$ cat src/rtl/wave_controller.sv
// Game-flow controller for the astroid game: lives, score, level and the
// timed spawn request handshake toward the astroid datapath.
module wave_controller #(
  parameter int unsigned LIVES      = 3,
  parameter int unsigned SPAWN_BASE = 1000,
  parameter int unsigned SPAWN_STEP = 100,
  parameter int unsigned SPAWN_MIN  = 300,
  parameter int unsigned LEVEL_PTS  = 4,
  parameter int unsigned RESPAWN_MS = 500,
  parameter int unsigned OVER_MS    = 1000
) (
  input  logic       clk,
  input  logic       reset,
  input  logic       clk_1ms,
  input  logic       fireButton,
  input  logic       hit_ship,
  input  logic       hit_astroid,
  output logic       spawn_valid,
  input  logic       spawn_ready,
  output logic [1:0] spawn_slot,
  output logic [2:0] spawn_speed,
  output logic [1:0] game_state,
  output logic [1:0] lives,
  output logic [2:0] level,
  output logic [4:0] player_score
);

  localparam int unsigned TW = 11;
  localparam logic [TW-1:0] BASE_W    = TW'(SPAWN_BASE);
  localparam logic [TW-1:0] STEP_W    = TW'(SPAWN_STEP);
  localparam logic [TW-1:0] MIN_W     = TW'(SPAWN_MIN);
  localparam logic [TW-1:0] RESPAWN_W = TW'(RESPAWN_MS);
  localparam logic [TW-1:0] OVER_W    = TW'(OVER_MS);
  localparam logic [1:0]    LIVES_W   = 2'(LIVES);
  localparam logic [4:0]    SCORE_MAX = 5'd31;

  typedef enum logic [1:0] {
    S_IDLE    = 2'b00,
    S_PLAY    = 2'b01,
    S_RESPAWN = 2'b10,
    S_OVER    = 2'b11
  } state_t;

  state_t        state_q, state_d;
  logic          ms_sync_q, ms_prev_q, fire_sync_q, fire_prev_q;
  logic [1:0]    lives_q, lives_d;
  logic [4:0]    score_q, score_d;
  logic [2:0]    level_q, level_d;
  logic [2:0]    speed_q, speed_d;
  logic [1:0]    slot_q, slot_d;
  logic          valid_q, valid_d;
  logic [TW-1:0] spawn_tmr_q, spawn_tmr_d;
  logic [TW-1:0] ms_tmr_q, ms_tmr_d;

  logic          tick, fire_rise, hold;
  logic [TW-1:0] step_amt, interval;
  logic [4:0]    quot;
  logic [3:0]    lvl_inc;

  // State and datapath registers; edge detectors clear with reset so no
  // spurious tick/fire_rise appears right after release.
  always_ff @(posedge clk or negedge reset) begin
    if (!reset) begin
      state_q     <= S_IDLE;
      ms_sync_q   <= 1'b0;
      ms_prev_q   <= 1'b0;
      fire_sync_q <= 1'b0;
      fire_prev_q <= 1'b0;
      lives_q     <= LIVES_W;
      score_q     <= 5'd0;
      level_q     <= 3'd0;
      speed_q     <= 3'd1;
      slot_q      <= 2'd0;
      valid_q     <= 1'b0;
      spawn_tmr_q <= '0;
      ms_tmr_q    <= '0;
    end else begin
      state_q     <= state_d;
      ms_sync_q   <= clk_1ms;
      ms_prev_q   <= ms_sync_q;
      fire_sync_q <= fireButton;
      fire_prev_q <= fire_sync_q;
      lives_q     <= lives_d;
      score_q     <= score_d;
      level_q     <= level_d;
      speed_q     <= speed_d;
      slot_q      <= slot_d;
      valid_q     <= valid_d;
      spawn_tmr_q <= spawn_tmr_d;
      ms_tmr_q    <= ms_tmr_d;
    end
  end

  // Next-state, scoring and spawn logic.
  always_comb begin
    state_d     = state_q;
    lives_d     = lives_q;
    score_d     = score_q;
    slot_d      = slot_q;
    valid_d     = valid_q;
    spawn_tmr_d = spawn_tmr_q;
    ms_tmr_d    = ms_tmr_q;
    tick        = ms_sync_q & ~ms_prev_q;
    fire_rise   = fire_sync_q & ~fire_prev_q;
    hold        = valid_q & ~spawn_ready;

    quot    = 5'(32'(score_q) / LEVEL_PTS);
    level_d = (quot > 5'd7) ? 3'd7 : quot[2:0];

    // Interval = max(BASE - level*STEP, MIN) without underflow.
    step_amt = {8'd0, level_q} * STEP_W;
    interval = (step_amt > (BASE_W - MIN_W)) ? MIN_W : (BASE_W - step_amt);

    case (state_q)
      S_IDLE: begin
        if (fire_rise) begin
          state_d     = S_PLAY;
          lives_d     = LIVES_W;
          score_d     = 5'd0;
          level_d     = 3'd0;
          spawn_tmr_d = '0;
          slot_d      = 2'd0;
          ms_tmr_d    = '0;
        end
      end
      S_PLAY: begin
        if (hit_astroid && (score_q != SCORE_MAX)) begin
          score_d = score_q + 5'd1;
        end
        if (valid_q) begin
          if (spawn_ready) begin
            valid_d = 1'b0;
            slot_d  = slot_q + 2'd1;
          end
        end else if (tick) begin
          if ((spawn_tmr_q + TW'(1)) >= interval) begin
            spawn_tmr_d = '0;
            valid_d     = 1'b1;
          end else begin
            spawn_tmr_d = spawn_tmr_q + TW'(1);
          end
        end
        if (hit_ship) begin
          lives_d  = lives_q - 2'd1;
          valid_d  = 1'b0;
          ms_tmr_d = '0;
          state_d  = (lives_q == 2'd1) ? S_OVER : S_RESPAWN;
        end
      end
      S_RESPAWN: begin
        if (tick) begin
          if (ms_tmr_q == (RESPAWN_W - TW'(1))) begin
            ms_tmr_d = '0;
            state_d  = S_PLAY;
          end else begin
            ms_tmr_d = ms_tmr_q + TW'(1);
          end
        end
      end
      default: begin
        // Game over: hold for OVER_MS ticks before a restart is accepted.
        if (fire_rise && (ms_tmr_q >= OVER_W)) begin
          ms_tmr_d = '0;
          state_d  = S_IDLE;
        end else if (tick && (ms_tmr_q < OVER_W)) begin
          ms_tmr_d = ms_tmr_q + TW'(1);
        end
      end
    endcase

    lvl_inc = {1'b0, level_d} + 4'd1;
    speed_d = hold ? speed_q : ((lvl_inc > 4'd7) ? 3'd7 : lvl_inc[2:0]);
  end

  assign game_state   = state_q;
  assign lives        = lives_q;
  assign level        = level_q;
  assign player_score = score_q;
  assign spawn_valid  = valid_q;
  assign spawn_slot   = slot_q;
  assign spawn_speed  = speed_q;

endmodule

$ cat config.mk
export PLATFORM = sky130hd
export DESIGN_NAME = wave_controller
export DESIGN_NICKNAME = d
export VERILOG_FILES = /design/src/rtl/wave_controller.sv
export SDC_FILE = /design/constraint.sdc
export NUM_CORES = 1
export LEC_CHECK = 0
export BUFFER_PORTS_ARGS = -buffer_cell sky130_fd_sc_hd__buf_2
export CAP_MARGIN = 20
export CORE_MARGIN = 3
export CORE_UTILIZATION = 64
export DETAILED_ROUTE_END_ITERATION = 7
export HOLD_SLACK_MARGIN = 0.03
export PLACE_DENSITY = 0.85
export SLEW_MARGIN = 20
export SYNTH_ARGS = -nofsm -noshare
export SYNTH_HDL_FRONTEND = slang
export SYNTH_SLANG_ARGS = --single-unit
export TNS_END_PERCENT = 10
$ cat constraint.sdc
create_clock -name clk -period 10.4 [get_ports clk]
set_input_delay 0.52 -clock clk [delete_from_list [all_inputs] [get_ports clk]]
set_output_delay 0.52 -clock clk [all_outputs]
set_load 0.01 [all_outputs]
==> impl_metrics.yaml, run 1 <==
clocking:
  cts_tree: "done"
  clock-root-buffer: "clkbuf_8"
  post_cts_buffers: 0
  clk_path_buf_depth: 2
  cts_buffers: 5
  cts_resized: 0
  htreeDepth: 2
  cts_hold_buf: 0
  clkLatencyLatePin_ps: 290
  path_clk_slew_ps: 80
  clock_sinks: 44
final_layout:
  nFillCells: 320
  final_layout_size_suffix_gt1_frac: 0.1315
  multi_input_area_mm2: 0.001702
  fin_nets: 363
  seq_area_mm2: 0.001105
  area_growth_pct: 8.449
  postLayoutCellArea_mm2: 0.003132
  insertedDiodeCount: 0
die:
  boundaryPins: 25
  dieArea_mm2: 0.005354
  core-area_mm2: 0.004173
  initial_core_util: 0.6921
  die_w_um: 73.17
  row_count: 23
  dieHeight_um: 73.17
timing:
  rsz0062_at_grt: "false"
  period_needed_ps: 3691
  hold_violations: 0
  min_period_over_period: 0.3549
  final.setup.tns_ps: 0
  max_freq_mhz: 270.9
  worstMarginPinSlew_ps: 957.5
  finClkSkew_ps: 2.998
  final_max_slew_viol_count: 0
  finalSetupViolCount: 0
  slew_headroom: 0.3617
pwr:
  seq_power_share: 0.425
  p_leak_nw: 1.525
  clockPowerShare: 0.193
  vdd_drop_max_mv: 0.1346
  powerDensity_mw_per_mm2: 180.0
  combPwrFrac: 0.383
  switching_share: 0.3747
  p_sw_w: 0.0002112
  p_int_w: 0.0003524
setup_path:
  cp_max_fo: 9
  crit_end: "spawn_tmr_q[0]$_DFFE_PN0P_"
  critical_path.most_common_cell: "ha_1"
  critPathKind: "reg2reg"
  ff2ff_setup_slack_ps: 6710
  crit_slowest_cell: "nor3_2"
  critPathArrivalTime_ps: 3920
  crit_required_ps: 10630
  reg2reg_from: "level[1]$_DFF_PN0_"
  r2r_cells: 14
  crit_buf_inv: 2
  startpoint: "level[1]$_DFF_PN0_"
  slowest_delay_ps: 460
  cp_num_cells: 14
  path_cells: "inv_1 -> ha_1 -> ha_1 -> ha_1 -> a21oi_1 -> or2_2 -> inv_1 -> nor2_1 -> ha_1 -> and4_1 -> and3_1 -> o311a_1 -> nor3_2 -> mux2_2"
  end_kind: "flip-flop"
  rr_endpoint: "spawn_tmr_q[0]$_DFFE_PN0P_"
  crit_family: "simple AND/OR/NAND/NOR gates"
  start_kind: "flip-flop"
run_status:
  status: "completed"
routing:
  antenna_left: 0
  drcViolationCount: 0
  drtPass1Iterations: 5
  vias_per_cell: 6.215
  drt_iter0_markers: 180
  wl_um: 5819
  wl_per_cell_um: 15.44
  vias: 2343
yosys:
  avgSynthCellArea_um2: 9.626
  syn_area_mm2: 0.002888
  synth_edf_count: 0
  synth_seq_cells: 44
  ys_seq_area_frac: 0.3826
  synthesis.instances: 300
  async_reset_ff_frac: 1.000
  ys.flop_type: "dfrtp_1"
  synthesis.nets: 337
  synth_cell_types: 53
  ys.warnings.count: 0
placed_design:
  portBuffers: 24
  place_area_mm2: 0.003042
  gp_congestion: 0.8121
  dpl.hpwl_um: 4257
worst_hold_path:
  hp-class: "in2reg"
flow_run:
  maxCapViolCount: 0
global_routing:
  grt_pass1_vias: 2235
  grt_overflow: 0
  antenna_found_initial: 0
  grt_first_pass_wirelength_um: 10090
  grt_max_degree: 45
  grtUsageTotal: 0.2390
-- metal layers --
layer  vias to the layer above  global-route usage  share of wire
met2                        70              0.3883           0.47
met1                      1100              0.3231           0.46
met4                         0             0.07582          0.018
li1                       1160                   -              -
met5                         -                   0              0
met3                        13             0.04270          0.050
-- cell families after synthesis --
kind of cell             synth area share
other                            0.001299
XOR/XNOR                          0.04550
adder cells (fa/ha/maj)            0.1300
AO/OA/AOI/OAI                      0.1668
multiplexers                      0.01906
flip-flops                         0.3826
AND/OR/NAND/NOR                    0.2266
buffers and inverters             0.02816
-- Yosys cell counts, drive strengths merged (3+ instances only) --
master / n / area, um^2
and2: 5 / 31.28
nand4: 4 / 25.02
nand2b: 10 / 62.56
a221o: 7 / 70.07
nor2: 19 / 71.32
a21oi: 10 / 50.05
nor3: 8 / 45.04
inv: 14 / 52.55
o21ai: 15 / 75.07
ha: 30 / 375.4
a22o: 11 / 96.34
xnor2: 8 / 70.07
buf: 3 / 21.27
mux2: 4 / 45.04
and3: 22 / 137.6
nand2: 20 / 75.07
dfstp: 3 / 78.83
xor2: 7 / 61.31
nor2b: 5 / 31.28
nand3: 17 / 85.08
dfrtp: 41 / 1026
-- power by group through the flow --
stage / Combinational, W / Sequential [W] / Clock (W)
finish: 0.000216 / 0.000239 / 0.000109
global placement: 0.000208 / 0.000239 / 0
floorplan: 0.000176 / 0.000232 / 0
global route: 0.000242 / 0.000246 / 0.000118
CTS: 0.000216 / 0.000238 / 0.000110
detailed placement: 0.000215 / 0.000241 / 0
-- how the worst min path moves through the flow --
stage,to,start,slack [ps],cells after the start
after CTS,fire_sync_q$_DFF_PN0_,fireButton,330,1
after floorplan,fire_prev_q$_DFF_PN0_,reset,220,0
final,fire_sync_q$_DFF_PN0_,fireButton,330,1
after global placement,ms_prev_q$_DFF_PN0_,ms_sync_q$_DFF_PN0_,410,0
after global routing,fire_sync_q$_DFF_PN0_,fireButton,320,1
after detailed placement,ms_prev_q$_DFF_PN0_,ms_sync_q$_DFF_PN0_,410,0
-- placed cells by master, fill, tap and decap left out, drive strengths merged, types with 2 or more instances in the layout --
master	Yosys	final
a31oi	2	2
nand3	17	17
ha	30	30
o311ai	2	2
and4	2	2
dfrtp	41	41
xnor2	8	8
inv	14	14
o21ai	15	15
a21boi	2	2
xor2	7	7
nand2b	10	10
a221o	7	7
clkbuf	2	8
a311o	2	2
nand2	20	20
a22o	11	11
or4	2	2
a21oi	10	10
mux2	4	4
buf	3	24
nor3	8	8
nor2b	5	5
and2	5	5
dfstp	3	3
nand4	4	4
and3	22	22
nor2	19	19
-- through the flow --
step | cells | power (W) | utilization | hold slack, ps | worst slack (ps)
6_report | 377 | 0.0005636 | 0.7505 | 329.3 | 6709
3_3_place_gp | 369 | 0.0004472 | 0.7289 | 409.8 | 6826
4_1_cts | 377 | 0.0005645 | 0.7505 | 328.4 | 6708
3_5_place_dp | 369 | 0.0004555 | 0.7289 | 413.7 | 6726
5_1_grt | 377 | 0.0006054 | 0.7505 | 322.4 | 6427
2_1_floorplan | 300 | 0.0004080 | - | 224.4 | 6965
-- worst reg2reg max path: stages (launching register included) --
cell	delay [ps]
dfrtp_1	450
inv_1	130
ha_1	320
ha_1	200
ha_1	320
a21oi_1	50
or2_2	320
inv_1	70
nor2_1	50
ha_1	300
and4_1	210
and3_1	190
o311a_1	330
nor3_2	460
mux2_2	250
-- flip-flops by register name, indices dropped and copies added, names as in the netlist, 2 cells and up --
name          count
game_state        2
level             3
lives             2
ms_tmr_q         11
player_score      5
spawn_slot        2
spawn_speed       3
spawn_tmr_q      11
-- area by class of cell --
type                    instances  share of cell area
clock buffers                   8             0.02877
inverters                      14             0.01678
multi-input cells             237              0.5433
flip-flops and latches         44              0.3528
well taps                      50             0.01998
repair buffers                 24             0.03835
Power figures use the tool's default switching activity.
==> run 2, diff against run 1 <==
Settings changed: CORE_UTILIZATION 64 to 60, PLACE_DENSITY 0.85 to 0.8.
Clock period 10.4 ns to 3.75 ns, I/O delays scaled along.
==> run 2 against run 1 <==
Via count down 0.94%. First-iteration DRC count down 37%. Critical endpoint is now spawn_tmr_q[4]$_DFFE_PN0P_. Routed wire length up 1.4%. Global-route usage down 1.2 points. Largest power group unchanged. Core utilization down 3.6 points. Largest cell class unchanged.
==> impl_metrics.yaml, run 2 (synthesized netlist as in run 1, its figures left out) <==
placed_design:
  portBuffers: 24
  dpl.hpwl_um: 4361
  gp_congestion: 0.8241
final_layout:
  final_core_util: 0.7144
  layout_commonest_cell: "dfrtp_1"
  seq_area_mm2: 0.001105
  final_cell_mix: "dfrtp_1, ha_1, buf_2"
  nFillCells: 336
  final_layout_size_suffix_gt1_frac: 0.1480
  area_growth_pct: 11.44
  insertedDiodeCount: 0
  fin_nets: 367
  multi_input_area_mm2: 0.001719
clocking:
  clkLatencyLatePin_ps: 300
  htreeDepth: 2
  path_clk_slew_ps: 90
  clk_path_buf_depth: 2
  clock-root-buffer: "clkbuf_8"
  clock_sinks: 44
  cts_tree: "done"
  cts_buffers: 5
timing:
  period_needed_ps: 3545
  worstMarginPinSlew_ps: 939.4
  min_period_over_period: 0.9455
  slew_headroom: 0.3737
  rsz0062_at_grt: "false"
  hold_violations: 0
  max_freq_mhz: 282.1
  final_max_slew_viol_count: 0
  finalSetupViolCount: 0
  final.setup.tns_ps: 0
  finClkSkew_ps: 7.127
routing:
  drtPass1Iterations: 4
  wl_met1_um: 2747
  vias_per_cell: 6.060
  vias: 2321
  wl_um: 5903
  dr_wl_met2_um: 2942
  drt_iter0_markers: 114
  met3_length_um: 176
  antenna_left: 0
  dr.max_layer_used: "met4"
  wl_per_cell_um: 15.41
  drcViolationCount: 0
pwr:
  combPwrFrac: 0.368
  p_leak_nw: 1.563
  seq_power_share: 0.400
  vdd_drop_max_mv: 0.4307
  p_int_w: 0.001048
  clockPowerShare: 0.232
  p_sw_w: 0.0006042
  powerDensity_mw_per_mm2: 513.4
  switching_share: 0.3657
global_routing:
  grt_pass1_vias: 2244
  grt_max_degree: 45
  grtUsageTotal: 0.2268
  antenna_found_initial: 0
  grt_first_pass_wirelength_um: 9853
  grt_overflow: 0
setup_path:
  r2r_cells: 15
  crit_required_ps: 4000
  reg2reg_from: "level[1]$_DFF_PN0_"
  rr_endpoint: "spawn_tmr_q[4]$_DFFE_PN0P_"
  cp_max_fo: 6
  start_kind: "flip-flop"
  end_kind: "flip-flop"
  ff2ff_setup_slack_ps: 200
  critPathKind: "reg2reg"
  critPathArrivalTime_ps: 3790
flow_run:
  maxCapViolCount: 0
die:
  row_count: 24
  die_w_um: 75.38
  initial_core_util: 0.6411
  dieHeight_um: 75.38
  core-area_mm2: 0.004504
  dieArea_mm2: 0.005681
  boundaryPins: 25
run_status:
  status: "completed"
worst_hold_path:
  hp-class: "in2async"
==> run 2: cell types whose count changed in the layout (fill, tap and decap cells not counted) <==
cell / change
clkbuf_1: -2
bufinv_16: +1
a221oi_1: -1
a221oi_2: +1
buf_4: +2
nor3b_2: +1
nor3b_1: -1
dlygate4sd3_1: +2
nor3_2: -1
clkinv_4: +1
nor3_4: +1
==> run 2: per-stage QoR <==
step | total power [W] | cells | hold slack [ps] | setup WS (ps) | instance area [um^2]
5_1_grt | 0.001769 | 383 | 77.99 | 23.19 | 3218
4_1_cts | 0.001655 | 383 | 48.22 | 152.5 | 3201
3_3_place_gp | 0.001241 | 373 | 295.7 | 287.7 | 3059
2_1_floorplan | 0.001131 | 300 | -108.1 | 315.1 | 2888
3_5_place_dp | 0.001266 | 373 | 297.2 | 194.0 | 3059
6_report | 0.001652 | 383 | 18.03 | 204.5 | 3218
==> run 2: critical path, cell delays in order (launching register included) <==
cell     delay [ps]
dfrtp_1         440
inv_1           130
ha_1            310
ha_1            190
ha_1            320
a21oi_1          50
or2_2           320
inv_1            60
nor2_1           40
ha_1            300
and4_1          220
and3_1          190
o311a_1         350
nor3_4          250
buf_4           180
a22o_1          130
==> run 2: worst max-delay path by stage <==
stage,cells after the start,from,to
after detailed placement,15,level[1]$_DFF_PN0_,spawn_tmr_q[8]$_DFFE_PN0P_
final,15,level[1]$_DFF_PN0_,spawn_tmr_q[4]$_DFFE_PN0P_
after global placement,15,level[1]$_DFF_PN0_,spawn_tmr_q[7]$_DFFE_PN0P_
after CTS,13,level[1]$_DFF_PN0_,spawn_tmr_q[4]$_DFFE_PN0P_
after global routing,15,level[1]$_DFF_PN0_,spawn_tmr_q[4]$_DFFE_PN0P_
after floorplan,14,level[1]$_DFF_PN0_,spawn_tmr_q[0]$_DFFE_PN0P_
==> run 2: repair_timing <==
action                                  in CTS  in global routing
resized for setup                            0                  3
hold buffers                                 2                  0
setup buffers                                0                  0
endpoints found under the setup margin       0                 11
endpoints found under the hold margin        2                  0
==> run 2: power groups by stage <==
stage	logic, W	registers (W)	clock network, W
final	0.000609	0.000661	0.000383
after global routing	0.000684	0.000677	0.000408
after CTS	0.000605	0.000658	0.000392
after detailed placement	0.000601	0.000665	0
after global placement	0.000579	0.000662	0
after floorplan	0.000489	0.000643	0
==> run 2: cell type report <==
type,instances,area share
inverter,14,0.01633
clock buffer,6,0.02566
tap,52,0.02022
timing repair buffer,28,0.04821
clock inverter,2,0.01205
multi-input combinational,237,0.5342
sequential,44,0.3433
==> run 2: per-layer routing <==
metal,vias up,GRT usage
met2,31,0.3902
met1,1120,0.2947
met5,-,0
met4,0,0.05243
met3,5,0.04749
li1,1165,-
